## src/rtl/dff_share_arbiter_pkg.sv

```systemverilog
// Shared types and default sizing for the shared D-FF holding-register arbiter.
package dff_arb_pkg;

    typedef enum logic {
        EMPTY = 1'b0,
        FULL  = 1'b1
    } state_t;

    localparam int DEF_N = 4;
    localparam int DEF_W = 8;

endpackage

```

## src/rtl/dff_share_arbiter_if.sv

```systemverilog
// Requester-side and downstream handshake bundle for dff_share_arbiter.
interface dff_share_arbiter_if #(
    parameter int N = 4,
    parameter int W = 8
);
    localparam int SW = $clog2(N);

    logic [N-1:0]   req_valid;
    logic [N*W-1:0] req_data;
    logic [N-1:0]   req_ready;
    logic           out_valid;
    logic [W-1:0]   out_data;
    logic [SW-1:0]  out_src;
    logic           out_ready;

    // master drives requests and consumes the held word; slave is the arbiter
    modport master (
        output req_valid, req_data, out_ready,
        input  req_ready, out_valid, out_data, out_src
    );

    modport slave (
        input  req_valid, req_data, out_ready,
        output req_ready, out_valid, out_data, out_src
    );

endinterface

```

## src/rtl/dff_share_arbiter_rr_pick.sv

```systemverilog
// Round-robin picker: first set request at or after ptr, wrapping.
// Latency: purely combinational.
// Backpressure: none; the caller decides whether the pick is honoured.
module rr_pick #(
    parameter int N  = 4,
    parameter int SW = $clog2(N)
) (
    input  logic [N-1:0]  req,
    input  logic [SW-1:0] ptr,
    output logic [N-1:0]  grant,
    output logic [SW-1:0] g,
    output logic          any
);

    logic [2*N-1:0] dbl;
    logic [2*N-1:0] masked;
    int             idx;

    // Upper copy is never masked, so any set request is always found there
    // once the lower copy below ptr has been cleared.
    always_comb begin
        dbl    = {req, req};
        masked = '0;
        for (int j = 0; j < 2*N; j++) begin
            masked[j] = dbl[j] & ((j >= N) || (j >= int'(ptr)));
        end
    end

    always_comb begin
        idx = 0;
        for (int j = 2*N-1; j >= 0; j--) begin
            if (masked[j]) idx = j;
        end
    end

    always_comb begin
        any   = |req;
        g     = (idx >= N) ? SW'(idx - N) : SW'(idx);
        grant = '0;
        if (any) grant[g] = 1'b1;
    end

endmodule

```

## src/rtl/dff_share_arbiter.sv

```systemverilog
// Round-robin sharing of one W-bit holding register among N requesters.
// Latency: word granted at edge k is presented (out_valid=1) in cycle k+1.
// Backpressure: out_ready=0 while FULL stalls all grants; refill same edge on take.
module dff_share_arbiter
    import dff_arb_pkg::*;
#(
    parameter  int N  = DEF_N,
    parameter  int W  = DEF_W,
    localparam int SW = $clog2(N)
) (
    input  logic                clk,
    input  logic                reset,
    dff_share_arbiter_if.slave  bus
);

    state_t        state, state_nxt;
    logic [SW-1:0] ptr;
    logic [N-1:0]  pick_oh;
    logic [SW-1:0] pick_idx;
    logic          pick_any;
    logic          accept;
    logic          grant_en;
    logic [W-1:0]  hold_data;
    logic [SW-1:0] hold_src;

    rr_pick #(.N(N), .SW(SW)) u_pick (
        .req   (bus.req_valid),
        .ptr   (ptr),
        .grant (pick_oh),
        .g     (pick_idx),
        .any   (pick_any)
    );

    assign accept   = (state == EMPTY) || bus.out_ready;
    assign grant_en = accept && pick_any && !reset;

    always_comb begin
        state_nxt     = state;
        bus.req_ready = grant_en ? pick_oh : '0;
        case (state)
            EMPTY: if (grant_en) state_nxt = FULL;
            FULL:  if (bus.out_ready && !grant_en) state_nxt = EMPTY;
            default: state_nxt = EMPTY;
        endcase
    end

    always_ff @(posedge clk) begin
        if (reset) begin
            state     <= EMPTY;
            ptr       <= '0;
            hold_data <= '0;
            hold_src  <= '0;
        end else begin
            state <= state_nxt;
            if (grant_en) begin
                hold_data <= bus.req_data[int'(pick_idx)*W +: W];
                hold_src  <= pick_idx;
                ptr       <= (pick_idx == SW'(N-1)) ? '0 : pick_idx + SW'(1);
            end
        end
    end

    assign bus.out_valid = (state == FULL);
    assign bus.out_data  = hold_data;
    assign bus.out_src   = hold_src;

endmodule

```

## src/flat_wrapper.sv

```systemverilog
// flat-port wrapper written by rule: the top's interface ports become plain ports
module dff_share_arbiter_flat import dff_arb_pkg::*;
#(
    parameter  int N  = DEF_N,
    parameter  int W  = DEF_W,
    localparam int SW = $clog2(N)
)
  (clk, reset, bus_req_valid, bus_req_data, bus_out_ready, bus_req_ready, bus_out_valid, bus_out_data, bus_out_src);
  dff_share_arbiter_if #(.N(N), .W(W)) bus_i ();
  input  logic clk;
  input  logic reset;
  input wire logic [$bits(bus_i.req_valid)-1:0] bus_req_valid;
  input wire logic [$bits(bus_i.req_data)-1:0] bus_req_data;
  input wire logic [$bits(bus_i.out_ready)-1:0] bus_out_ready;
  output wire logic [$bits(bus_i.req_ready)-1:0] bus_req_ready;
  output wire logic [$bits(bus_i.out_valid)-1:0] bus_out_valid;
  output wire logic [$bits(bus_i.out_data)-1:0] bus_out_data;
  output wire logic [$bits(bus_i.out_src)-1:0] bus_out_src;
  assign bus_i.req_valid = bus_req_valid;
  assign bus_i.req_data = bus_req_data;
  assign bus_i.out_ready = bus_out_ready;
  assign bus_req_ready = bus_i.req_ready;
  assign bus_out_valid = bus_i.out_valid;
  assign bus_out_data = bus_i.out_data;
  assign bus_out_src = bus_i.out_src;
  dff_share_arbiter #(.N(N), .W(W)) u_core (.clk(clk), .reset(reset), .bus(bus_i));
endmodule
```

## config.mk

```make
export PLATFORM = sky130hd
export DESIGN_NAME = dff_share_arbiter_flat
export DESIGN_NICKNAME = d
export VERILOG_FILES = /design/src/rtl/dff_share_arbiter_pkg.sv /design/src/rtl/dff_share_arbiter_if.sv /design/src/rtl/dff_share_arbiter_rr_pick.sv /design/src/rtl/dff_share_arbiter.sv /design/src/flat_wrapper.sv
export SDC_FILE = /design/constraint.sdc
export NUM_CORES = 1
export LEC_CHECK = 0
export CAP_MARGIN = 20
export CELL_PAD_IN_SITES_DETAIL_PLACEMENT = 0
export CELL_PAD_IN_SITES_GLOBAL_PLACEMENT = 1
export CORE_UTILIZATION = 46
export CTS_CLUSTER_SIZE = 24
export DETAILED_ROUTE_END_ITERATION = 10
export DONT_BUFFER_PORTS = 1
export PLACE_DENSITY = 0.89
export SLEW_MARGIN = 15
export SYNTH_ARGS = -nofsm -noshare
export SYNTH_HDL_FRONTEND = slang
export SYNTH_SLANG_ARGS = --single-unit
```

## constraint.sdc

```tcl
create_clock -name clk -period 4.3 [get_ports clk]
set_input_delay 0.645 -clock clk [delete_from_list [all_inputs] [get_ports clk]]
set_output_delay 0.645 -clock clk [all_outputs]
set_load 0.005 [all_outputs]
```

==> results.toml <==
[global_route]
grt_pass1_wl_um = 2856
grt_start_max_net_pins = 16
antenna_found_initial = 0
track_usage = 0.1863
overflow = 0
grt_pass1_vias = 707

[clock_network]
cts.repair.resized = 0
clk_pin_slew_ns = 0.08
cts_inserted_buffers = 3
clock_sinks = 13
cts_hold_buf = 0
clockRootBuffer = "clkbuf_4"
clk_latency_ns = 0.28
postCtsSetupBuffers = 0
clock_path_buffers = 2
htree_levels = 1
cts_tree = "done"

[synth]
syn_nets = 134
netlist_top_cells_area = "dfxtp_1 29%, mux2i_1 18%, o221ai_2 12%, nand3b_1 9.1%, ha_1 5.5%"
netlist.area_leader.share = 0.2877
yosysWarnings = 0
syn_inst = 91
netlist_area_sq_um = 904.6
avgSynthCellArea_sq_um = 9.941
synthDistinctLibCells = 26
yosysSeqAreaShare = 0.2877
ys_ff_latch = 13
yosysTopAreaCell = "dfxtp_1"

[sta]
clock_skew_ns = 0.0007633
worst_pin_slew_ns = 0.6892
setup_violations = 0
slew_viol_final = 0
rsz0062_at_grt = "false"
period_minus_slack_ns = 2.681
finalHoldViolCount = 0
relSlewSlack = 0.5391
finalSetupTns_ns = 0
fmax_mhz = 373.1
timing.final.crit_share = 0.6234

[detailed_routing]
drt_iter0_drc = 3
firstDrtPassIters = 2
viasPerCell = 5.880
num_vias = 688
drt-total-wl_um = 1772
routedWlPerCell_um = 15.15
ant_nets = 0
drc = 0

[final_layout]
area_growth_pct = 4.703
final_common_cell = "mux2i_1"
num_antenna_cells = 0
layout-drive-gt1-share = 0.1848
nNetsFinal = 136
register_area_sq_um = 260.3
nFillCells = 171
multi_input_area_sq_um = 601.8
final_core_util = 0.5312
mostFrequentLayoutCells = "16 x mux2i_1, 13 x dfxtp_1, 11 x nand3b_1, 7 x o221ai_2, 5 x nand2_1"

[pwr]
p_leak_nw = 0.3859
power_density_mw_per_mm2 = 414.6
irDropWorstVdd_mv = 0.1901

[worst_setup_path]
worstSetupPathType = "flip-flop to output pin"
rrSetupSlack_ns = 2.26
endpoint_kind = "output pin"
critPathLaunchType = "flip-flop"
reg2reg_from = "u_core.ptr[0]$_SDFFE_PP0P_"
worstPathMaxFanout = 12
arrival_ns = 2.04
required_ns = 3.65
r2r-end = "u_core.bus.out_data[4]$_SDFFE_PP0P_"
r2r.worst_path.cells = 6

[floorplanning]
rows = 15
die_x_um = 46.35
initial_utilization = 0.5074
pin_count = 54
fp.coreArea_sq_mm = 0.001783
dieArea_sq_mm = 0.002148
chipHeight_um = 46.35

[hold_path]
holdCritStartpoint = "reset"
hold_path_depth = 1
hold_path.class = "primary input to flip-flop"
hold_path_end = "u_core.bus.out_src[0]$_SDFFE_PP0P_"

[place]
dp_hpwl_um = 1353
io_buffer_count = 0
gp_congestion = 0.6696

[job]
cap_violations = 0

[run_status]
status = "finished clean"
where the power goes:
group	switching [mW]	total (mW)	internal (mW)
clock network	0.0410	0.0770	0.0360
logic	0.0766	0.146	0.0693
registers	0.0229	0.170	0.147
worst max-delay path by stage:
stage                               startpoint          endpoint  depth (start not counted)
floorplan                     bus_req_valid[1]  bus_req_ready[0]                          7
global placement              bus_req_valid[1]  bus_req_ready[0]                          6
detailed placement            bus_req_valid[1]  bus_req_ready[0]                          6
CTS                 u_core.ptr[0]$_SDFFE_PP0P_  bus_req_ready[0]                          6
global route        u_core.ptr[0]$_SDFFE_PP0P_  bus_req_ready[0]                          6
finish              u_core.ptr[0]$_SDFFE_PP0P_  bus_req_ready[0]                          6
Yosys cell counts, drive strengths merged:
cell type / n
o22ai: 1
inv: 4
nor3b: 1
o221ai: 8
nor2: 3
a21oi: 4
buf: 3
or3: 2
o21ai: 1
nand3b: 11
nor4: 1
nor3: 1
dfxtp: 13
mux2i: 16
ha: 4
nand2: 7
clkbuf: 1
clkinv: 1
a211oi: 1
nor2b: 2
and2: 4
nand2b: 2
routing by layer:
| metal | share of wire | up-vias | global-route usage |
|---|---|---|---|
| li1 | - | 337 | - |
| met1 | 0.41 | 320 | 0.2095 |
| met2 | 0.52 | 29 | 0.3222 |
| met3 | 0.070 | 2 | 0.08235 |
| met4 | 0.0045 | 0 | 0.03529 |
| met5 | 0 | - | 0 |
final cells by class:
type / instances / area share
Tap cell: 25 / 0.03303
Sequential cell: 13 / 0.2748
Clock buffer: 4 / 0.02774
Inverter: 5 / 0.02114
Multi-Input combinational cell: 69 / 0.6354
Timing Repair Buffer: 1 / 0.007926
critical path: stages, from the launching register on:
cell	delay [ns]
dfxtp_1	0.37
nand2b_1	0.15
a21oi_1	0.10
a211oi_4	0.62
inv_1	0.15
ha_1	0.22
and2_1	0.14
logic make-up (layout without fill, tap and decap cells):
logic type / after synthesis / in the layout / share of synthesized area
buffers and inverters: 9 / 10 / 0.05531
DFF: 13 / 13 / 0.2877
adders and majority gates: 4 / 4 / 0.05533
AOI/OAI and AO/OA: 15 / 15 / 0.1743
and+or+nand+nor: 34 / 34 / 0.2503
muxes: 16 / 16 / 0.1770
registers in the layout (all words and copies together), names as in the netlist:
register,flops
u_core.ptr,2
u_core.bus.out_valid,1
u_core.bus.out_data,8
u_core.bus.out_src,2
per-stage QoR:
stage | setup slack (ns) | cell area [sq um] | total power, mW | hold slack (ns) | instances
finish | 1.619 | 947.2 | 0.3927 | 0.4227 | 117
global route | 1.429 | 947.2 | 0.4227 | 0.4080 | 117
floorplan | 2.022 | 904.6 | 0.2993 | 0.4527 | 91
detailed placement | 1.667 | 920.9 | 0.3217 | 0.4635 | 113
global placement | 1.726 | 920.9 | 0.3164 | 0.4592 | 113
CTS | 1.596 | 947.2 | 0.3995 | 0.4146 | 117
Note: power is estimated with default switching activity, not from simulation.
